`src/rtl/demux_pkg.sv`:
```
// demux_pkg: shared parameters, output FSM states and channel indices for demux_pack2.
package demux_pkg;
    localparam int DATA_W = 2;
    localparam int SYMS   = 4;
    typedef enum logic {OUT_IDLE, OUT_BUSY} out_state_e;
    localparam logic CH0 = 1'b0;
    localparam logic CH1 = 1'b1;
endpackage

```
`src/rtl/pack_lane.sv`:
```
// pack_lane: packs SYMS symbols of one channel into a word and parks it in a one-word holding register.
module pack_lane #(
    parameter int DATA_W = demux_pkg::DATA_W,
    parameter int SYMS   = demux_pkg::SYMS
) (
    input  logic                     clk,
    input  logic                     rst_n,
    input  logic                     accept,
    input  logic [DATA_W-1:0]        sym,
    input  logic                     drain,
    output logic [DATA_W*SYMS-1:0]   hold,
    output logic                     hold_v,
    output logic                     last
);
    localparam int OUT_W = DATA_W * SYMS;
    localparam int CW    = $clog2(SYMS);

    logic [OUT_W-1:0] acc_q, acc_d, hold_q, hold_d, placed;
    logic [CW-1:0]    cnt_q, cnt_d;
    logic             hold_v_q, hold_v_d;

    assign last   = cnt_q == CW'(SYMS - 1);
    assign hold   = hold_q;
    assign hold_v = hold_v_q;
    // First symbol of a word lands in the LSBs.
    assign placed = acc_q | (OUT_W'(sym) << (int'(cnt_q) * DATA_W));

    always_comb begin
        acc_d    = acc_q;
        cnt_d    = cnt_q;
        hold_d   = hold_q;
        hold_v_d = hold_v_q && !drain;
        if (accept && last) begin
            hold_d   = placed;
            hold_v_d = 1'b1;
            acc_d    = '0;
            cnt_d    = '0;
        end else if (accept) begin
            acc_d = placed;
            cnt_d = cnt_q + 1'b1;
        end
    end

    always_ff @(posedge clk or negedge rst_n) begin
        if (!rst_n) begin
            acc_q    <= '0;
            cnt_q    <= '0;
            hold_q   <= '0;
            hold_v_q <= 1'b0;
        end else begin
            acc_q    <= acc_d;
            cnt_q    <= cnt_d;
            hold_q   <= hold_d;
            hold_v_q <= hold_v_d;
        end
    end
endmodule

```
`src/rtl/demux_pack2.sv`:
```
// demux_pack2: packs the two demux channels into words and emits them round-robin on one valid/ready port.
module demux_pack2
    import demux_pkg::*;
#(
    parameter int DATA_W = demux_pkg::DATA_W,
    parameter int SYMS   = demux_pkg::SYMS
) (
    input  logic                     clk,
    input  logic                     rst_n,
    input  logic                     in_valid,
    output logic                     in_ready,
    input  logic                     S,
    input  logic [DATA_W-1:0]        mux_out_1,
    input  logic [DATA_W-1:0]        mux_out_2,
    output logic                     out_valid,
    input  logic                     out_ready,
    output logic [DATA_W*SYMS-1:0]   out_data,
    output logic                     out_ch
);
    localparam int OUT_W = DATA_W * SYMS;

    logic [OUT_W-1:0]  hold [2];
    logic [1:0]        hv, last, drain, accept;
    logic [DATA_W-1:0] sym;
    logic              gnt, load;

    out_state_e        state_q;
    logic              out_valid_q, out_ch_q, rr_last_q;
    logic [OUT_W-1:0]  out_data_q;

    assign sym      = S ? mux_out_2 : mux_out_1;
    // A lane whose hold is being drained this cycle can take its completing symbol.
    assign in_ready = !(last[S] && hv[S] && !drain[S]);
    assign accept[CH0] = in_valid && in_ready && !S;
    assign accept[CH1] = in_valid && in_ready && S;

    for (genvar i = 0; i < 2; i++) begin : g_lane
        pack_lane #(.DATA_W(DATA_W), .SYMS(SYMS)) u_lane (
            .clk    (clk),
            .rst_n  (rst_n),
            .accept (accept[i]),
            .sym    (sym),
            .drain  (drain[i]),
            .hold   (hold[i]),
            .hold_v (hv[i]),
            .last   (last[i])
        );
    end

    always_comb begin
        gnt   = (hv == 2'b11) ? !rr_last_q : hv[CH1];
        load  = (state_q == OUT_IDLE || out_ready) && |hv;
        drain = load ? (gnt ? 2'b10 : 2'b01) : 2'b00;
    end

    always_ff @(posedge clk or negedge rst_n) begin
        if (!rst_n) begin
            state_q     <= OUT_IDLE;
            out_valid_q <= 1'b0;
            out_data_q  <= '0;
            out_ch_q    <= CH0;
            rr_last_q   <= CH1;
        end else if (load) begin
            state_q     <= OUT_BUSY;
            out_valid_q <= 1'b1;
            out_data_q  <= hold[gnt];
            out_ch_q    <= gnt;
            rr_last_q   <= gnt;
        end else if (state_q == OUT_BUSY && out_ready) begin
            state_q     <= OUT_IDLE;
            out_valid_q <= 1'b0;
        end
    end

    assign out_valid = out_valid_q;
    assign out_data  = out_data_q;
    assign out_ch    = out_ch_q;
endmodule

```
`config.mk`:
```
export PLATFORM = sky130hd
export DESIGN_NAME = demux_pack2
export DESIGN_NICKNAME = d
export VERILOG_FILES = /design/src/rtl/demux_pkg.sv /design/src/rtl/pack_lane.sv /design/src/rtl/demux_pack2.sv
export SDC_FILE = /design/constraint.sdc
export NUM_CORES = 1
export LEC_CHECK = 0
export CAP_MARGIN = 20
export CORE_MARGIN = 2
export CORE_UTILIZATION = 40
export DETAILED_ROUTE_END_ITERATION = 16
export GPL_TIMING_DRIVEN = 0
export SLEW_MARGIN = 20
export SYNTH_ARGS = -nofsm -noshare
export SYNTH_HDL_FRONTEND = slang
export SYNTH_SLANG_ARGS = --single-unit
```
`constraint.sdc`:
```
create_clock -name clk -period 2.2 [get_ports clk]
set_input_delay 0.33 -clock clk [delete_from_list [all_inputs] [get_ports clk]]
set_output_delay 0.33 -clock clk [all_outputs]
set_load 0.02 [all_outputs]
```
* Yosys cells after proc, flatten, opt, wreduce, memory -nomap -nowiden
Cells that the tools add are included.
** Storage, ports and cells
- Output and inout bits :: 11
- Flip-flop bits (word level) :: 49
** Cells by class
- $lt $le $gt $ge :: 2
- Bitwise gates (word level) :: 4
- Shift operators :: 2
- Add/subtract/negate cells :: 2
- Reduce and logical (&&, ||, !) cells :: 22
- Multiplexer cells :: 25
- Equal/unequal tests :: 3
** Operators by type and width (number)
- $mux W8 :: 7
- $or A8 B8 Y8 :: 2
- $shl A2 B3 Y8 :: 2
- $mux W2 :: 7
- $logic_and A1 B1 Y1 :: 11
- $mux W1 :: 11
- $eq A2 B2 Y1 const B :: 3
- $logic_not A1 Y1 :: 6
- $reduce_bool A2 Y1 :: 3
- $add A2 B1 Y2 const B :: 2
- $ge A2 B2 Y1 const B :: 1
- $lt A1 B2 Y1 const B :: 1
- $not A1 Y2 :: 1
- $reduce_or A2 Y1 :: 1
- $logic_or A1 B1 Y1 :: 1
- $not A1 Y1 :: 1

* Longest topological paths before layout
- Depth after elaboration :: 13
- Mapped depth :: 6
- Mapped depth without buffers :: 4

* Modules after synthesis
From an unflattened synthesis, not the netlist that was laid out.
** Second synthesis, totals
- Cell total of the unflattened synthesis :: 232
- Area total of the unflattened synthesis :: 2349.8 um^2
** Modules (own cells, without submodules)
- pack_lane :: area an instance 864.6 um^2, times used 2, cells an instance 80
- demux_pack2 :: area an instance 620.6 um^2, times used 1, cells an instance 72

* Least setup slack after synthesis
OpenSTA, ideal clock, no wires.
- Path type :: register -> output
- From :: register, netlist name out_valid
- To :: output port in_ready
- Arrival time :: 1.288 ns
- Path slack :: 0.582 ns
- Data required time :: 1.870 ns
- Cell stages (with the launch flop) :: 4
- Path through :: dfrtp_1 and2b_4 o211ai_2 mux2_2
** RTL lines
- end, declared :: RTL line demux_pack2.sv:11 : output logic in_ready,

* Worst setup path in the final report
- From :: register rr_last_q
- To :: output port in_ready
** Between the ends
- Word-level cells in the longest chain between the ends :: 9
** RTL lines
- start, declared :: RTL line demux_pack2.sv:28 : logic out_valid_q, out_ch_q, rr_last_q;
- start signal, assigned :: RTL line demux_pack2.sv:68 : rr_last_q <= gnt;
- $logic_not A1 Y1 :: RTL line demux_pack2.sv:51 : gnt = (hv == 2'b11) ? !rr_last_q : hv[CH1];
- $mux W1 :: RTL line demux_pack2.sv:51
- $mux W2 (2 in series) :: RTL line demux_pack2.sv:53 : drain = load ? (gnt ? 2'b10 : 2'b01) : 2'b00;
- $mux W1 (not written as such) (2 in series) :: RTL line demux_pack2.sv:33 : assign in_ready = !(last[S] && hv[S] && !drain[S]);
- $logic_not A1 Y1 :: RTL line demux_pack2.sv:33
- $logic_and A1 B1 Y1 :: RTL line demux_pack2.sv:33
- $logic_not A1 Y1 :: RTL line demux_pack2.sv:33
No other way between the ends. The select of a mux whose other input is x is not followed.

==> run summary <==
Status - finished, final reports clean
Total GRT Usage - 15.99%
Cell Rows - 27
Top-count cell post-synth - dfrtp_1
Worst Setup Slack post-DPL - -0.4215 ns
Final #Nets - 248
DR WL/cell - 14.94 um
Peak VDD IR - 562.7 uV
Crit-path max FO - 3
Top delay family on crit path - flip-flops
Worst-skew pair later-pin latency - 0.30 ns
Die area - 6513 um^2
Yosys reg bits - 49
Hold crit path type - input port to async pin
Vias per cell - 5.081
Core area - 5608 um^2
Fillers - 552
Synth area leaders - dfrtp_1 51%, mux2_4 7.0%, mux2i_1 6.8%
Multi-input logic area - 1044 um^2
Finished layout cell area - 2743 um^2
Synth top area share - 51.04%
# clock sinks - 49
Largest stage delay, worst path - 0.55 ns
Layout cells sized above 1 - 19.33%
Global route overflow - 0
Final hold slack - 0.03177 ns
Endpoints failing setup - 0
Crit end category - output port
Starting density of the core - 41.97%
Leading area contributor after synthesis - dfrtp_1
Seq/Total Area, Yosys - 52.15%
Port Buffers - 19
Chip height - 80.71 um
Iteration count of the initial detailed-routing pass - 4
First-pass GRT wire length - 7845 um
Final worst setup slack - 0.09020 ns
Period minus WS final - 2.110 ns
P_leak - 0.001195 uW
P&R area growth vs syn - 16.53%
Synth Net Count - 220
Htree depth - 2
Yosys warnings - 0
Worst Clk Skew - 0.01016 ns
Slowest stage cell, crit path - dfstp_2
RSZ-0062 raised after global routing - no
Post-synth top cells - 48 x dfrtp_1, 34 x nor2_1, 18 x a31oi_1, 16 x mux2i_1, 14 x a21oi_1
Synth async-reset ratio - 100.0%
First DRT Iteration DRCs - 89
Final Wtd Congestion - 0.7373
CP Depth - 4
Worst path cell trace - and2b_2, o211ai_4, mux2_2, dlygate4sd2_1
Ant diodes - 0
Reg2Reg Depth - 5
Routed Antenna Nets - 0
Crit Path Class - flip-flop to output port
Max Slew Vio Count - 0
Placed Area - 2631 um^2
Layout Cells excl Fill - 310
Avg Cell Area, Syn - 11.26 um^2
Period utilization - 95.90%
Post-Synthesis Cells - 209
Required @ worst endpoint - 1.87 ns
Sequential cell area - 1227 um^2
Post-synth EDFFs - 0
Hold violation count in the final report - 0
CTS buffer count - 5
Post-synthesis cell type count - 31
IO Count - 20
DP HPWL - 3279 um
Max Clk Rate - 474.0 MHz
DR vias - 1575
Die W - 80.71 um
Max_cap viols - 0
Maximum number of pins on one net before global-route repair - 50
Max_slew headroom - 57.93%
Clk buf depth - 2
Tightest Pin Transition - 0.6310 ns
Clock-pin slew on the worst setup and hold paths - 0.09 ns
Crit path DAT - 1.78 ns
Vias in the first global route - 1537
Clock tree from TritonCTS - done
Mapped cell area - 2354 um^2
P per Cell Area - 1247 nW/um^2
# DRC - 0
Crit path launch type - flip-flop
CP bufs+invs - 1
DRT Wirelength - 4630 um
Initial antenna violation count - 0
Dpl cells - 300
Most used flip-flop cell after synthesis - dfrtp_1
Root Driver - clkbuf_8
sequential cells by signal, indices dropped and copies added, names as in the netlist:
register,flops
rr_last_q,1
g_lane.u_lane.hold,16
out_valid,1
g_lane.u_lane.hold_v,2
out_data,8
out_ch,1
g_lane.u_lane.acc_q,16
g_lane.u_lane.cnt_q,4
logic make-up after synthesis:
kind of cell / share of synthesized area (%)
compound gates: 14.09
buf+inv: 4.093
simple gates: 12.87
fa+ha+maj: 1.063
flops: 52.15
mux: 15.74
metrics by stage:
step           TNS, ns  utilization, %  power, uW
6_report             0           48.91       3419
2_1_floorplan        0               -       2476
4_1_cts              0           48.82       3449
3_3_place_gp    -33.46           46.97       2877
3_5_place_dp   -0.4215           46.92       2916
5_1_grt              0           48.91       3676
layout by cell type (no fill, tap or decap):
cell type / count
o21bai_1: 10
a32o_1: 1
ha_2: 2
mux2i_1: 16
nor3_1: 3
and2b_2: 1
clkbuf_1: 2
clkinvlp_4: 1
nand2b_1: 6
inv_1: 6
and2_4: 1
nand3_1: 1
mux2_4: 11
nor2b_1: 2
o211ai_4: 2
nand2_1: 9
nor2b_4: 2
nor2_1: 34
dfrtp_1: 48
buf_4: 3
dlygate4sd2_1: 1
nand3_2: 1
buf_6: 4
a21o_1: 1
and2b_4: 1
mux2_2: 4
a21oi_1: 14
o21ai_2: 2
buf_2: 5
dfstp_2: 1
clkbuf_8: 5
and3_1: 1
o21ai_0: 1
clkdlybuf4s50_1: 17
buf_1: 1
a31oi_1: 18
where the power goes:
group          switching [uW]  internal (uW)  total, uW
sequential                271           1320       1590
clock                     286            225        511
combinational             641            673       1310
metal layers:
| metal | share of wire [%] | vias up | global-route usage [%] |
|---|---|---|---|
| li1 | - | 785 | - |
| met1 | 51 | 755 | 23.64 |
| met2 | 45 | 29 | 23.67 |
| met3 | 2.7 | 6 | 3.034 |
| met4 | 0.80 | 0 | 5.085 |
| met5 | 0 | - | 0 |
final cells by class:
type / count / share of cell area [%]
Inverter: 6 / 0.8212
Multi-Input combinational cell: 144 / 38.05
Clock inverter: 1 / 0.2737
Sequential cell: 49 / 44.75
Timing Repair Buffer: 21 / 7.345
Tap cell: 72 / 3.285
Clock buffer: 7 / 2.783
Buffer: 10 / 2.692
path summary, 6_finish.rpt:
check / from / end / slack, ns
setup / recovery: rr_last_q / in_ready / 0.09
hold / removal: rst_n / g_lane[0].u_lane.cnt_q[1] / 0.03
setup reg to reg: rr_last_q / g_lane[0].u_lane.hold[2] / 0.53
hold reg to reg: g_lane[0].u_lane.acc_q[3] / g_lane[0].u_lane.acc_q[3] / 0.49
max in group asynchronous: rst_n / g_lane[1].u_lane.acc_q[7] / 1.72
min in group clk: g_lane[0].u_lane.acc_q[3] / g_lane[0].u_lane.acc_q[3] / 0.49
worst register-to-register path, cell delays in order (launching register included):
cell     delay, ns
dfstp_2       0.55
and2b_2       0.25
o21ai_2       0.13
nor2b_4       0.15
buf_6         0.16
mux2_4        0.31
what timing repair did:
item	4_1_cts	5_1_grt
pin swaps	2	0
endpoints found under the setup margin	1	1
buffers inserted	2	0
hold buffers	0	0
resized for setup	2	2
(Power assumes the default switching activity.)
